File: src/rtl/ram_march_tester.sv
// ram_march_tester: march BIST controller for a single-port RAM.
// Runs W0 (write PATTERN, up), R0 (read PATTERN, up), W1 (write ~PATTERN, down) and
// R1 (read ~PATTERN, down), then drains outstanding compares. It reports pass/fail
// and the address/data of the first mismatch.
// Ports:
//   clk, reset_n                 clock, async active-low reset
//   start                        level-sampled test request (accepted in IDLE/DONE)
//   busy, done, pass, fail       status (pass/fail valid while done)
//   fail_addr, fail_data         first mismatch address / read data
//   mem_en, mem_r, mem_addr,
//   mem_data                     RAM request (registered, one access per cycle)
//   mem_out                      RAM read data, valid RD_LAT cycles after the read
module ram_march_tester #(
  parameter int unsigned       ADDR_W  = 6,
  parameter int unsigned       DATA_W  = 8,
  parameter logic [DATA_W-1:0] PATTERN = DATA_W'(8'h55),
  parameter int unsigned       RD_LAT  = 1
) (
  input  logic              clk,
  input  logic              reset_n,
  input  logic              start,
  output logic              busy,
  output logic              done,
  output logic              pass,
  output logic              fail,
  output logic [ADDR_W-1:0] fail_addr,
  output logic [DATA_W-1:0] fail_data,
  output logic [DATA_W-1:0] mem_data,
  output logic [ADDR_W-1:0] mem_addr,
  output logic              mem_r,
  output logic              mem_en,
  input  logic [DATA_W-1:0] mem_out
);

  localparam int unsigned       LAST     = RD_LAT - 1;
  localparam int unsigned       CNT_W    = (RD_LAT > 1) ? $clog2(RD_LAT) : 1;
  localparam logic [ADDR_W-1:0] ADDR_MAX = '1;

  typedef enum logic [2:0] {
    S_IDLE, S_W0, S_R0, S_W1, S_R1, S_DRAIN, S_DONE
  } state_t;

  state_t              state_q, state_d;
  logic                busy_q, busy_d;
  logic                done_q, done_d;
  logic                pass_q, pass_d;
  logic                fail_q, fail_d;
  logic [ADDR_W-1:0]   fail_addr_q, fail_addr_d;
  logic [DATA_W-1:0]   fail_data_q, fail_data_d;
  logic                mem_en_q, mem_en_d;
  logic                mem_r_q, mem_r_d;
  logic [ADDR_W-1:0]   mem_addr_q, mem_addr_d;
  logic [DATA_W-1:0]   mem_data_q, mem_data_d;
  logic [DATA_W-1:0]   exp_q, exp_d;
  logic [CNT_W-1:0]    drain_cnt_q, drain_cnt_d;

  // Compare pipeline: stage 0 captures the read driven this cycle, the last stage
  // lines up with its data on mem_out.
  logic                pipe_vld_q  [RD_LAT];
  logic [DATA_W-1:0]   pipe_exp_q  [RD_LAT];
  logic [ADDR_W-1:0]   pipe_addr_q [RD_LAT];

  logic                mismatch_c;

  assign mismatch_c = pipe_vld_q[LAST] && (mem_out != pipe_exp_q[LAST]);

  // Next-state: each state value names the phase of the access being driven now.
  always_comb begin
    state_d     = state_q;
    busy_d      = busy_q;
    done_d      = done_q;
    pass_d      = pass_q;
    fail_d      = fail_q;
    fail_addr_d = fail_addr_q;
    fail_data_d = fail_data_q;
    mem_en_d    = 1'b0;
    mem_r_d     = 1'b1;
    mem_addr_d  = '0;
    mem_data_d  = '0;
    exp_d       = '0;
    drain_cnt_d = '0;

    case (state_q)
      S_IDLE, S_DONE: begin
        if (start) begin
          state_d     = S_W0;
          busy_d      = 1'b1;
          done_d      = 1'b0;
          pass_d      = 1'b0;
          fail_d      = 1'b0;
          fail_addr_d = '0;
          fail_data_d = '0;
          mem_en_d    = 1'b1;
          mem_r_d     = 1'b0;
          mem_data_d  = PATTERN;
        end
      end
      S_W0: begin
        mem_en_d = 1'b1;
        if (mem_addr_q == ADDR_MAX) begin
          state_d = S_R0;
          exp_d   = PATTERN;
        end else begin
          mem_r_d    = 1'b0;
          mem_addr_d = mem_addr_q + ADDR_W'(1);
          mem_data_d = PATTERN;
        end
      end
      S_R0: begin
        mem_en_d = 1'b1;
        if (mem_addr_q == ADDR_MAX) begin
          state_d    = S_W1;
          mem_r_d    = 1'b0;
          mem_addr_d = ADDR_MAX;
          mem_data_d = ~PATTERN;
        end else begin
          mem_addr_d = mem_addr_q + ADDR_W'(1);
          exp_d      = PATTERN;
        end
      end
      S_W1: begin
        mem_en_d = 1'b1;
        if (mem_addr_q == '0) begin
          state_d    = S_R1;
          mem_addr_d = ADDR_MAX;
          exp_d      = ~PATTERN;
        end else begin
          mem_r_d    = 1'b0;
          mem_addr_d = mem_addr_q - ADDR_W'(1);
          mem_data_d = ~PATTERN;
        end
      end
      S_R1: begin
        if (mem_addr_q == '0) begin
          state_d = S_DRAIN;
        end else begin
          mem_en_d   = 1'b1;
          mem_addr_d = mem_addr_q - ADDR_W'(1);
          exp_d      = ~PATTERN;
        end
      end
      S_DRAIN: begin
        if (drain_cnt_q == CNT_W'(LAST)) begin
          state_d = S_DONE;
          busy_d  = 1'b0;
          done_d  = 1'b1;
          pass_d  = 1'b1;
        end else begin
          drain_cnt_d = drain_cnt_q + CNT_W'(1);
        end
      end
      default: state_d = S_IDLE;
    endcase

    // First mismatch wins over everything: stop issuing and report.
    if (mismatch_c) begin
      state_d     = S_DONE;
      busy_d      = 1'b0;
      done_d      = 1'b1;
      pass_d      = 1'b0;
      fail_d      = 1'b1;
      fail_addr_d = pipe_addr_q[LAST];
      fail_data_d = mem_out;
      mem_en_d    = 1'b0;
      mem_r_d     = 1'b1;
      mem_addr_d  = '0;
      mem_data_d  = '0;
      exp_d       = '0;
      drain_cnt_d = '0;
    end
  end

  // State and output registers.
  always_ff @(posedge clk or negedge reset_n) begin
    if (!reset_n) begin
      state_q     <= S_IDLE;
      busy_q      <= 1'b0;
      done_q      <= 1'b0;
      pass_q      <= 1'b0;
      fail_q      <= 1'b0;
      fail_addr_q <= '0;
      fail_data_q <= '0;
      mem_en_q    <= 1'b0;
      mem_r_q     <= 1'b1;
      mem_addr_q  <= '0;
      mem_data_q  <= '0;
      exp_q       <= '0;
      drain_cnt_q <= '0;
    end else begin
      state_q     <= state_d;
      busy_q      <= busy_d;
      done_q      <= done_d;
      pass_q      <= pass_d;
      fail_q      <= fail_d;
      fail_addr_q <= fail_addr_d;
      fail_data_q <= fail_data_d;
      mem_en_q    <= mem_en_d;
      mem_r_q     <= mem_r_d;
      mem_addr_q  <= mem_addr_d;
      mem_data_q  <= mem_data_d;
      exp_q       <= exp_d;
      drain_cnt_q <= drain_cnt_d;
    end
  end

  // Compare pipeline; a mismatch discards everything still in flight.
  always_ff @(posedge clk or negedge reset_n) begin
    if (!reset_n) begin
      for (int unsigned i = 0; i < RD_LAT; i++) begin
        pipe_vld_q[i]  <= 1'b0;
        pipe_exp_q[i]  <= '0;
        pipe_addr_q[i] <= '0;
      end
    end else if (mismatch_c) begin
      for (int unsigned i = 0; i < RD_LAT; i++) begin
        pipe_vld_q[i] <= 1'b0;
      end
    end else begin
      pipe_vld_q[0]  <= mem_en_q & mem_r_q;
      pipe_exp_q[0]  <= exp_q;
      pipe_addr_q[0] <= mem_addr_q;
      for (int unsigned i = 1; i < RD_LAT; i++) begin
        pipe_vld_q[i]  <= pipe_vld_q[i-1];
        pipe_exp_q[i]  <= pipe_exp_q[i-1];
        pipe_addr_q[i] <= pipe_addr_q[i-1];
      end
    end
  end

  assign busy      = busy_q;
  assign done      = done_q;
  assign pass      = pass_q;
  assign fail      = fail_q;
  assign fail_addr = fail_addr_q;
  assign fail_data = fail_data_q;
  assign mem_en    = mem_en_q;
  assign mem_r     = mem_r_q;
  assign mem_addr  = mem_addr_q;
  assign mem_data  = mem_data_q;

endmodule

File: config.mk
export PLATFORM = sky130hd
export DESIGN_NAME = ram_march_tester
export DESIGN_NICKNAME = d
export VERILOG_FILES = /design/src/rtl/ram_march_tester.sv
export SDC_FILE = /design/constraint.sdc
export NUM_CORES = 1
export LEC_CHECK = 0
export ABC_AREA = 1
export CAP_MARGIN = 20
export CORE_UTILIZATION = 25
export CTS_CLUSTER_DIAMETER = 80
export DETAILED_ROUTE_END_ITERATION = 10
export PLACE_DENSITY = 0.46
export SETUP_SLACK_MARGIN = 0.2
export SLEW_MARGIN = 20
export SYNTH_ARGS = -nofsm -noshare
export SYNTH_HDL_FRONTEND = slang
export SYNTH_SLANG_ARGS = --single-unit
File: constraint.sdc
create_clock -name clk -period 3.55 [get_ports clk]
set_input_delay 0.355 -clock clk [delete_from_list [all_inputs] [get_ports clk]]
set_output_delay 0.355 -clock clk [all_outputs]
set_load 0.01 [all_outputs]
==> results of run 1 <==
## per-stage QoR
stage          std cells  worst slack (ns)  util (%)
2_1_floorplan        279             2.106         -
6_report             420             1.525     32.67
3_3_place_gp         413             1.246     31.68
5_1_grt              420             1.302     32.67
4_1_cts              420             1.547     32.64
3_5_place_dp         413             1.243     31.68
## metal layers
layer	global-route usage, %	vias up
met1	15.92	798
met4	3.409	0
met2	18.82	41
met5	0	-
li1	-	945
met3	2.738	5
## cell type report
class | instances | area, um^2
Clock buffer | 5 | 68.82
Clock inverter | 2 | 10.01
Fill cell | 897 | 5560
Inverter | 23 | 86.33
Multi-Input combinational cell | 198 | 903.4
Sequential cell | 42 | 1052
Tap cell | 105 | 131.4
Timing Repair Buffer | 45 | 445.4
## layout by cell type, fill, tap and decap left out, drive strengths merged
master,synthesis,routed
nand4,2,2
clkinv,0,2
clkbuf,0,5
nor2,22,22
nand2,110,110
a21oi,8,8
o21ai,15,15
xnor2,1,1
dfrtp,41,41
nand3b,2,2
nand3,32,32
buf,16,2
clkdlybuf4s50,0,43
inv,23,23
nor3,1,1
a31oi,1,1
dfstp,1,1
xor2,1,1
ha,3,3
## synth_stat cells, types with 2 or more instances
master	number	area, um^2
inv_1	19	71.32
nand2_1	108	405.4
nand3_1	29	145.1
o21ai_1	8	40.04
nor2_1	19	71.32
nand4_1	2	12.51
buf_2	8	40.04
nor2_2	3	18.77
nand2_2	2	12.51
dfrtp_1	41	1026
nand3b_1	2	15.01
a21oi_1	8	40.04
nand3_2	2	20.02
inv_2	4	15.01
o21ai_0	6	30.03
buf_4	7	52.55
ha_1	3	37.54
## power by group through the flow
stage	Combinational, mW	Clock (mW)	Sequential [mW]
floorplan	0.697	0	0.838
global placement	1.13	0	0.813
detailed placement	1.13	0	0.817
CTS	1.14	0.310	0.808
global route	1.27	0.327	0.833
finish	1.11	0.295	0.804
## sequential cells by signal (all words and copies together), names as in the netlist
signal / count
fail_addr: 6
mem_addr: 6
pipe_addr_q: 6
mem_data: 2
fail_data: 8
state_q: 3
pipe_vld_q: 1
done: 1
busy: 1
pass: 1
pipe_exp_q: 2
mem_r: 1
mem_en: 1
exp_q: 2
fail: 1
## cells by family (layout without fill, tap and decap cells)
group	after synthesis	after routing	share of synthesized area (%)
buf+inv	39	75	8.863
compound gates	24	24	5.831
xor+xnor	2	2	0.8165
fa+ha+maj	3	3	1.749
simple gates	169	169	33.70
flops	42	42	49.04
## worst min-delay path by stage
stage	endpoint	slack (ns)	depth (start not counted)
final	fail_addr[1]	0.04	1
after global routing	fail_addr[1]	0.09	1
after CTS	fail_addr[1]	0.25	1
after detailed placement	pipe_exp_q[6]	0.44	2
after global placement	pipe_exp_q[6]	0.43	2
after floorplan	busy	0.06	0
==> results.yml, run 1 <==
status:
  status: "finished clean"
yosys:
  synth_fp_nets: 293
  synthCells: 279
  synth_seq_cells: 42
  yosysWarnings: 0
  synthArstFlopShare_pct: 100.0
  syn-cell-area_um2: 2146
  ys_types: 25
  synth_edf_count: 0
  yosysSeqAreaShare_pct: 49.04
  syn_avg_cell_area_um2: 7.691
  ys.flop_type: "dfrtp_1"
power_and_ir_drop:
  switching_share_pct: 42.10
  power_mw: 2.212
  pwr-share-seq_pct: 36.3
  p_sw_uw: 931.2
  comb_power_share_pct: 50.3
  clockPowerShare_pct: 13.3
  power.leakage_nw: 1.373
  powerDensity_nw_per_um2: 819.9
  p_int_mw: 1.281
  max-vdd-ir-drop_v: 0.0002154
routing:
  wl_met3_um: 296
  drtAntennaViolNets: 0
  topRoutingLayerUsed: "met4"
  drt-total-wl_um: 4956
  wl_per_cell_um: 11.80
  drt-pass1-iter-count: 4
  wirelength_met1_um: 2418
  first_iter_violations: 61
  drt-vias-per-instance: 4.260
  vias: 1789
  route.detailed.drc: 0
  dr_wl_met2_um: 2183
die:
  rows: 33
  start_util_pct: 25.98
  die_w_um: 94.65
  fp.dieH_um: 94.65
  core-area_um2: 8258
  io-pin-count: 45
  die_area_um2: 8958
place:
  placed_area_um2: 2616
  port_buffers: 44
  routabilityCongestion: 0.7691
  dp_hpwl_um: 3431
clock_network:
  cts-htree-levels: 2
  root_buffer: "clkbuf_8"
  cts_resized: 0
  cts_tree: "done"
  ctsLongestPathBuffers: 2
  clock-sinks: 42
  post_cts_buffers: 0
  clk_latency_ns: 0.29
  cts_inserted_buffers: 5
  cts_hold_buffers: 0
  clkTransAtPathRegs_ns: 0.08
timing:
  rsz0062_at_grt: "no"
  hold_viol_final: 0
  layout_min_cycle_time_ns: 2.025
  setup-tns-final_ns: 0
  skew_ns: 0.003205
  max_slew_margin_pct: 33.83
  worst_slew_pin_slew_ns: 0.9914
  slew_viol_final: 0
  period_share_pct: 57.03
  setup_viol: 0
  whs_ns: 0.04207
  max_freq_mhz: 493.9
setup_path:
  crit_buf_inv: 2
  critical_path.max_fanout: 31
  cp_slowest_cell: "inv_1"
  crit_path_max_incr_delay_ns: 0.71
  setup.worst_path.end: "pipe_addr_q[1]"
  cp_top_family: "buffers and inverters"
  crit_type: "in -> reg"
  start_kind: "input pin"
  reg2regPathDepth: 9
  setup.worst_path.start: "mem_out[4]"
  path_depth: 9
  rr_endpoint: "mem_addr[3]"
  r2r_start: "mem_addr[0]"
  end_kind: "register"
  required_ns: 3.76
  rrSetupSlack_ns: 1.65
  cp_common_cell: "nand2_1"
  cp.arrival_ns: 2.23
  path_cells: "clkdlybuf4s50_1 -> nor2_1 -> nand3b_1 -> nand2_1 -> nand2_1 -> nand2_2 -> inv_1 -> nand2_1 -> o21ai_1"
final_layout:
  diodes: 0
  fin_area_um2: 2698
  area_growth_pct: 25.71
  drive_gt1_share_pct: 7.302
  fin_nets: 329
grt:
  antenna_found_initial: 0
  grt_start_max_net_pins: 43
  grt_first_pass_wirelength_um: 8190
  grt.overflow.total: 0
  grt_pass1_vias: 1685
  grt_usage_pct: 11.82
worst_hold_path:
  min_path_type: "in -> async"
job:
  drv_cap: 0
No activity file was read; power rests on OpenSTA's default activity.
==> run 2, diff against run 1 <==
Clock period 3.55 ns to 2.1 ns, I/O delays scaled along.
==> results.yml, run 2 (synthesized netlist as in run 1, its figures left out) <==
die:
  rows: 33
  die_area_um2: 8958
  core-area_um2: 8258
  fp.dieH_um: 94.65
  start_util_pct: 25.98
  io-pin-count: 45
  die_w_um: 94.65
final_layout:
  nFillCells: 880
  diodes: 0
  fin_nets: 334
  final_common_cell: "nand2_1"
  drive_gt1_share_pct: 9.346
  most-common-layout-cells: "nand2_1, clkdlybuf4s50_1, dfrtp_1"
  stdcell_count: 426
  largest_reg_flops: 8
  area_growth_pct: 30.79
power_and_ir_drop:
  max-vdd-ir-drop_v: 0.0002986
  power.leakage_nw: 1.427
  power_mw: 4.118
  powerDensity_nw_per_um2: 1467
place:
  pre_cts_ws_ns: 0.3596
  routabilityCongestion: 0.7474
  dp_hpwl_um: 3526
  port_buffers: 44
  dp.cells: 417
timing:
  fin_ws_ns: 0.4585
  skew_ns: 0.002841
  setup_viol: 0
  layout_min_cycle_time_ns: 1.642
  setup-tns-final_ns: 0
  period_share_pct: 78.17
  max_slew_margin_pct: 62.92
  max_freq_mhz: 609.2
  slew_viol_final: 0
  rsz0062_at_grt: "no"
  hold_viol_final: 0
  worst_slew_pin_slew_ns: 0.5562
setup_path:
  cp_slowest_cell: "clkdlybuf4s50_1"
  reg2regPathDepth: 10
  crit_type: "reg -> out"
  cp.arrival_ns: 1.43
  rrSetupSlack_ns: 0.49
  crit_path_max_incr_delay_ns: 0.60
  path_cells: "clkdlybuf4s50_1"
  critical_path.max_fanout: 8
  crit_buf_inv: 1
  end_kind: "output pin"
  required_ns: 1.89
  r2r_start: "mem_addr[0]"
  path_depth: 1
  setup.worst_path.end: "mem_addr[2]"
  start_kind: "register"
  rr_endpoint: "mem_addr[2]"
  setup.worst_path.start: "mem_addr[2]"
  cp_top_family: "buffers and inverters"
routing:
  wl_per_cell_um: 12.05
  first_iter_violations: 86
  drt-total-wl_um: 5134
  drt-pass1-iter-count: 4
  drtAntennaViolNets: 0
  route.detailed.drc: 0
  vias: 1864
  drt-vias-per-instance: 4.376
status:
  status: "finished clean"
worst_hold_path:
  min_path_type: "reg -> reg"
grt:
  antenna_found_initial: 0
  grt_first_pass_wirelength_um: 8556
  grt_pass1_vias: 1772
  grt_usage_pct: 12.46
  grt_start_max_net_pins: 43
  grt.overflow.total: 0
clock_network:
  clkTransAtPathRegs_ns: 0.08
  post_cts_buffers: 0
  clk_latency_ns: 0.30
  cts_tree: "done"
  root_buffer: "clkbuf_8"
  ctsLongestPathBuffers: 2
  cts_inserted_buffers: 5
  cts-htree-levels: 2
  clock-sinks: 42
job:
  drv_cap: 0
[run 2: cell types whose count changed in the layout (fill, tap and decap cells not counted)]
cell	previous run	this run
dlygate4sd3_1	0	1
nand2_2	2	3
bufinv_16	0	2
nand2_1	108	107
nand3_2	2	3
nand3_1	29	28
clkinv_2	2	0
buf_4	2	5
clkbuf_8	5	6
buf_2	0	1
[run 2: layout make-up]
cell class | instances | area, um^2 | area share [%]
clock inverter | 2 | 60.06 | 2.140
multi-input combinational | 198 | 910.9 | 32.46
sequential | 42 | 1052 | 37.49
timing repair buffer | 50 | 483.0 | 17.21
inverter | 23 | 86.33 | 3.076
clock buffer | 6 | 82.58 | 2.942
tap | 105 | 131.4 | 4.681
[run 2: worst min path at each step]
stage / start / end / cells past startpoint
after floorplan: reset_n / busy / 0
after global placement: reset_n / fail_addr[1] / 2
after detailed placement: reset_n / fail_addr[2] / 2
after CTS: exp_q[5] / pipe_exp_q[5] / 2
after global routing: exp_q[6] / pipe_exp_q[6] / 2
final: exp_q[5] / pipe_exp_q[5] / 2
[run 2: repair_timing]
action                                  4_1_cts  5_1_grt
hold buffers                                  1        0
gates resized for setup                       0        2
endpoints found under the hold margin         4        0
endpoints found under the setup margin        0        2
[run 2: worst register-to-register path, delay by kind of cell, from the launching register on]
family	cells	cell delay [ns]
flops	1	0.43
buf+inv	2	0.14
simple gates	6	0.60
compound gates	1	0.11
fa+ha+maj	1	0.22
[run 2: where the power goes]
group,internal [mW],leakage [nW],total [mW],switching [mW]
Combinational,0.857,0.809,1.95,1.10
Clock,0.507,0.0714,0.804,0.297
Sequential,1.12,0.547,1.36,0.235
Total,2.49,1.43,4.12,1.63
[run 2: routing by layer]
metal	wire length, um	global-route usage (%)	vias to the layer above	share of wire (%)
met5	0	0	-	0
met4	79	4.545	0	1.5
met3	309	2.899	5	6.0
met2	2270	19.54	47	44
met1	2474	16.64	844	48
li1	-	-	968	-
[run 2: per-stage QoR]
step,hold slack (ns),instance area [um^2],util (%)
2_1_floorplan,-0.08559,2146,-
3_3_place_gp,0.3308,2646,32.05
3_5_place_dp,0.3291,2646,32.05
4_1_cts,0.4623,2799,33.89
5_1_grt,0.4900,2806,33.98
6_report,0.4600,2806,33.98
==> run 3, diff against run 2 <==
Settings changed: PLACE_DENSITY 0.46 to 0.48.
Clock period 2.1 ns to 1.5 ns, I/O delays scaled along.
==> results.yml, run 3 (synthesized netlist as in run 1, its figures left out) <==
status:
  status: "finished clean"
setup_path:
  cp_top_family: "flip-flops"
  crit_path_max_incr_delay_ns: 0.45
  start_kind: "register"
  rrSetupSlack_ns: 0.05
  path_cells: "buf_12 -> ha_4 -> nand3_4 -> inv_4 -> nand2_4 -> nand2_4 -> buf_4 -> buf_6 -> a21oi_2"
  cp_slowest_cell: "dfrtp_2"
  required_ns: 1.73
  crit_buf_inv: 4
  cp.arrival_ns: 1.67
  cp_common_cell: "nand2_4"
  critical_path.max_fanout: 4
  crit_type: "reg -> reg"
  end_kind: "register"
routing:
  drtAntennaViolNets: 0
  drt-total-wl_um: 6061
  vias: 2033
  drt-pass1-iter-count: 4
  first_iter_violations: 48
  drt-vias-per-instance: 4.449
  route.detailed.drc: 0
  wl_per_cell_um: 13.26
timing:
  setup_viol: 0
  period_share_pct: 96.58
  rsz0062_at_grt: "yes"
  hold_viol_final: 0
  max_slew_margin_pct: 64.39
  worst_slew_pin_slew_ns: 0.5325
  whs_ns: 0.2973
  slew_viol_final: 0
  max_freq_mhz: 690.3
  skew_ns: 0.01036
  layout_min_cycle_time_ns: 1.449
clock_network:
  cts_tree: "done"
  cts_inserted_buffers: 5
  cts-htree-levels: 2
  ctsLongestPathBuffers: 2
  clock-sinks: 42
  root_buffer: "clkbuf_8"
  clkTransAtPathRegs_ns: 0.09
  clk_latency_ns: 0.30
die:
  die_w_um: 94.65
  rows: 33
  start_util_pct: 25.98
  core-area_um2: 8258
  io-pin-count: 45
  fp.dieH_um: 94.65
  die_area_um2: 8958
grt:
  antenna_found_initial: 0
  gr-usage-met2_pct: 22.60
  busiest_layer: "met2"
  met1_usage_pct: 17.98
  grt_first_pass_wirelength_um: 9384
  grt_usage_pct: 13.80
  grt_use_met3_pct: 2.818
  grt_pass1_vias: 1910
  grt_start_max_net_pins: 28
  grt.overflow.total: 0
place:
  dp.cells: 427
  port_buffers: 44
  dp_hpwl_um: 3630
  routabilityCongestion: 0.7654
final_layout:
  largest_reg_flops: 8
  most-common-layout-cells: "nand2_1, dfrtp_1, dlygate4sd2_1"
  diodes: 0
  drive_gt1_share_pct: 31.25
  stdcell_count: 457
  final_common_cell: "nand2_1"
  nFillCells: 871
  fin_nets: 365
  post-route-util_pct: 40.95
  area_growth_pct: 57.61
power_and_ir_drop:
  clockPowerShare_pct: 13.3
  powerDensity_nw_per_um2: 2005
  max-vdd-ir-drop_v: 0.0006511
  switching_share_pct: 42.51
  power.leakage_nw: 1.770
  p_int_mw: 3.898
  p_sw_mw: 2.883
  pwr-share-seq_pct: 28.2
  comb_power_share_pct: 58.5
worst_hold_path:
  min_path_type: "in -> async"
job:
  drv_cap: 0
[run 3: cell count changes in the layout (fill, tap and decap cells not counted), moves of 8 or more]
cell,change
dfrtp_1,-8
clkdlybuf4s50_1,-34
dfrtp_2,+8
nand2_4,+8
dlygate4sd2_1,+32
nand2_1,-15
buf_4,+13
[run 3: stage by stage]
step | worst slack (ns) | TNS [ns] | total power [mW] | instance area [um^2]
2_1_floorplan | 0.1930 | 0 | 3.723 | 2183
3_3_place_gp | -0.1055 | -1.307 | 4.891 | 2775
3_5_place_dp | -0.07564 | -1.364 | 4.897 | 2775
4_1_cts | 0.02222 | 0 | 6.379 | 3202
5_1_grt | -0.02502 | -0.05231 | 7.361 | 3382
6_report | 0.05137 | 0 | 6.781 | 3382
[run 3: layer usage]
metal / vias up / wire length, um
met4: 0 / 84
met1: 948 / 2738
met2: 43 / 2963
met3: 8 / 274
met5: - / 0
li1: 1034 / -
[run 3: final timing paths]
kind,start,cells past startpoint,endpoint
worst max-delay path,mem_addr[0],9,mem_data[6]
worst min-delay path,reset_n,2,pipe_exp_q[6]
worst max register to register,mem_addr[0],9,mem_data[6]
worst min register to register,exp_q[5],2,pipe_exp_q[5]
max in group asynchronous,reset_n,3,mem_r
min in group clk,mem_out[2],3,fail_data[2]
[run 3: worst register-to-register path, delay by kind of cell (launching register included)]
kind                     cells  cell delay [ns]
buffers and inverters        4             0.42
AND/OR/NAND/NOR              3             0.25
AO/OA/AOI/OAI                1             0.10
flip-flops                   1             0.45
adder cells (fa/ha/maj)      1             0.16
[run 3: area by class of cell]
cell class	count	area [um^2]	share of cell area, %
Timing Repair Buffer	78	779.5	23.05
Tap cell	105	131.4	3.885
Multi-Input combinational cell	201	1207	35.70
Sequential cell	42	1062	31.41
Clock inverter	2	37.54	1.110
Inverter	23	91.34	2.701
Clock buffer	6	72.57	2.146
[run 3: power groups by stage]
stage	combinational, mW	sequential, mW	clock, mW
after floorplan	1.73	1.99	0
after global placement	2.96	1.93	0
after CTS	3.53	1.90	0.946
final	3.96	1.91	0.903
after detailed placement	2.97	1.93	0
after global routing	4.40	1.97	0.997
[run 3: timing repair]
item	4_1_cts	5_1_grt
gates resized for setup	78	40
gates cloned	2	2
pin swaps	18	11
setup buffers	14	3
endpoints found under the hold margin	15	0
endpoints found under the setup margin	73	44
hold buffers	1	0
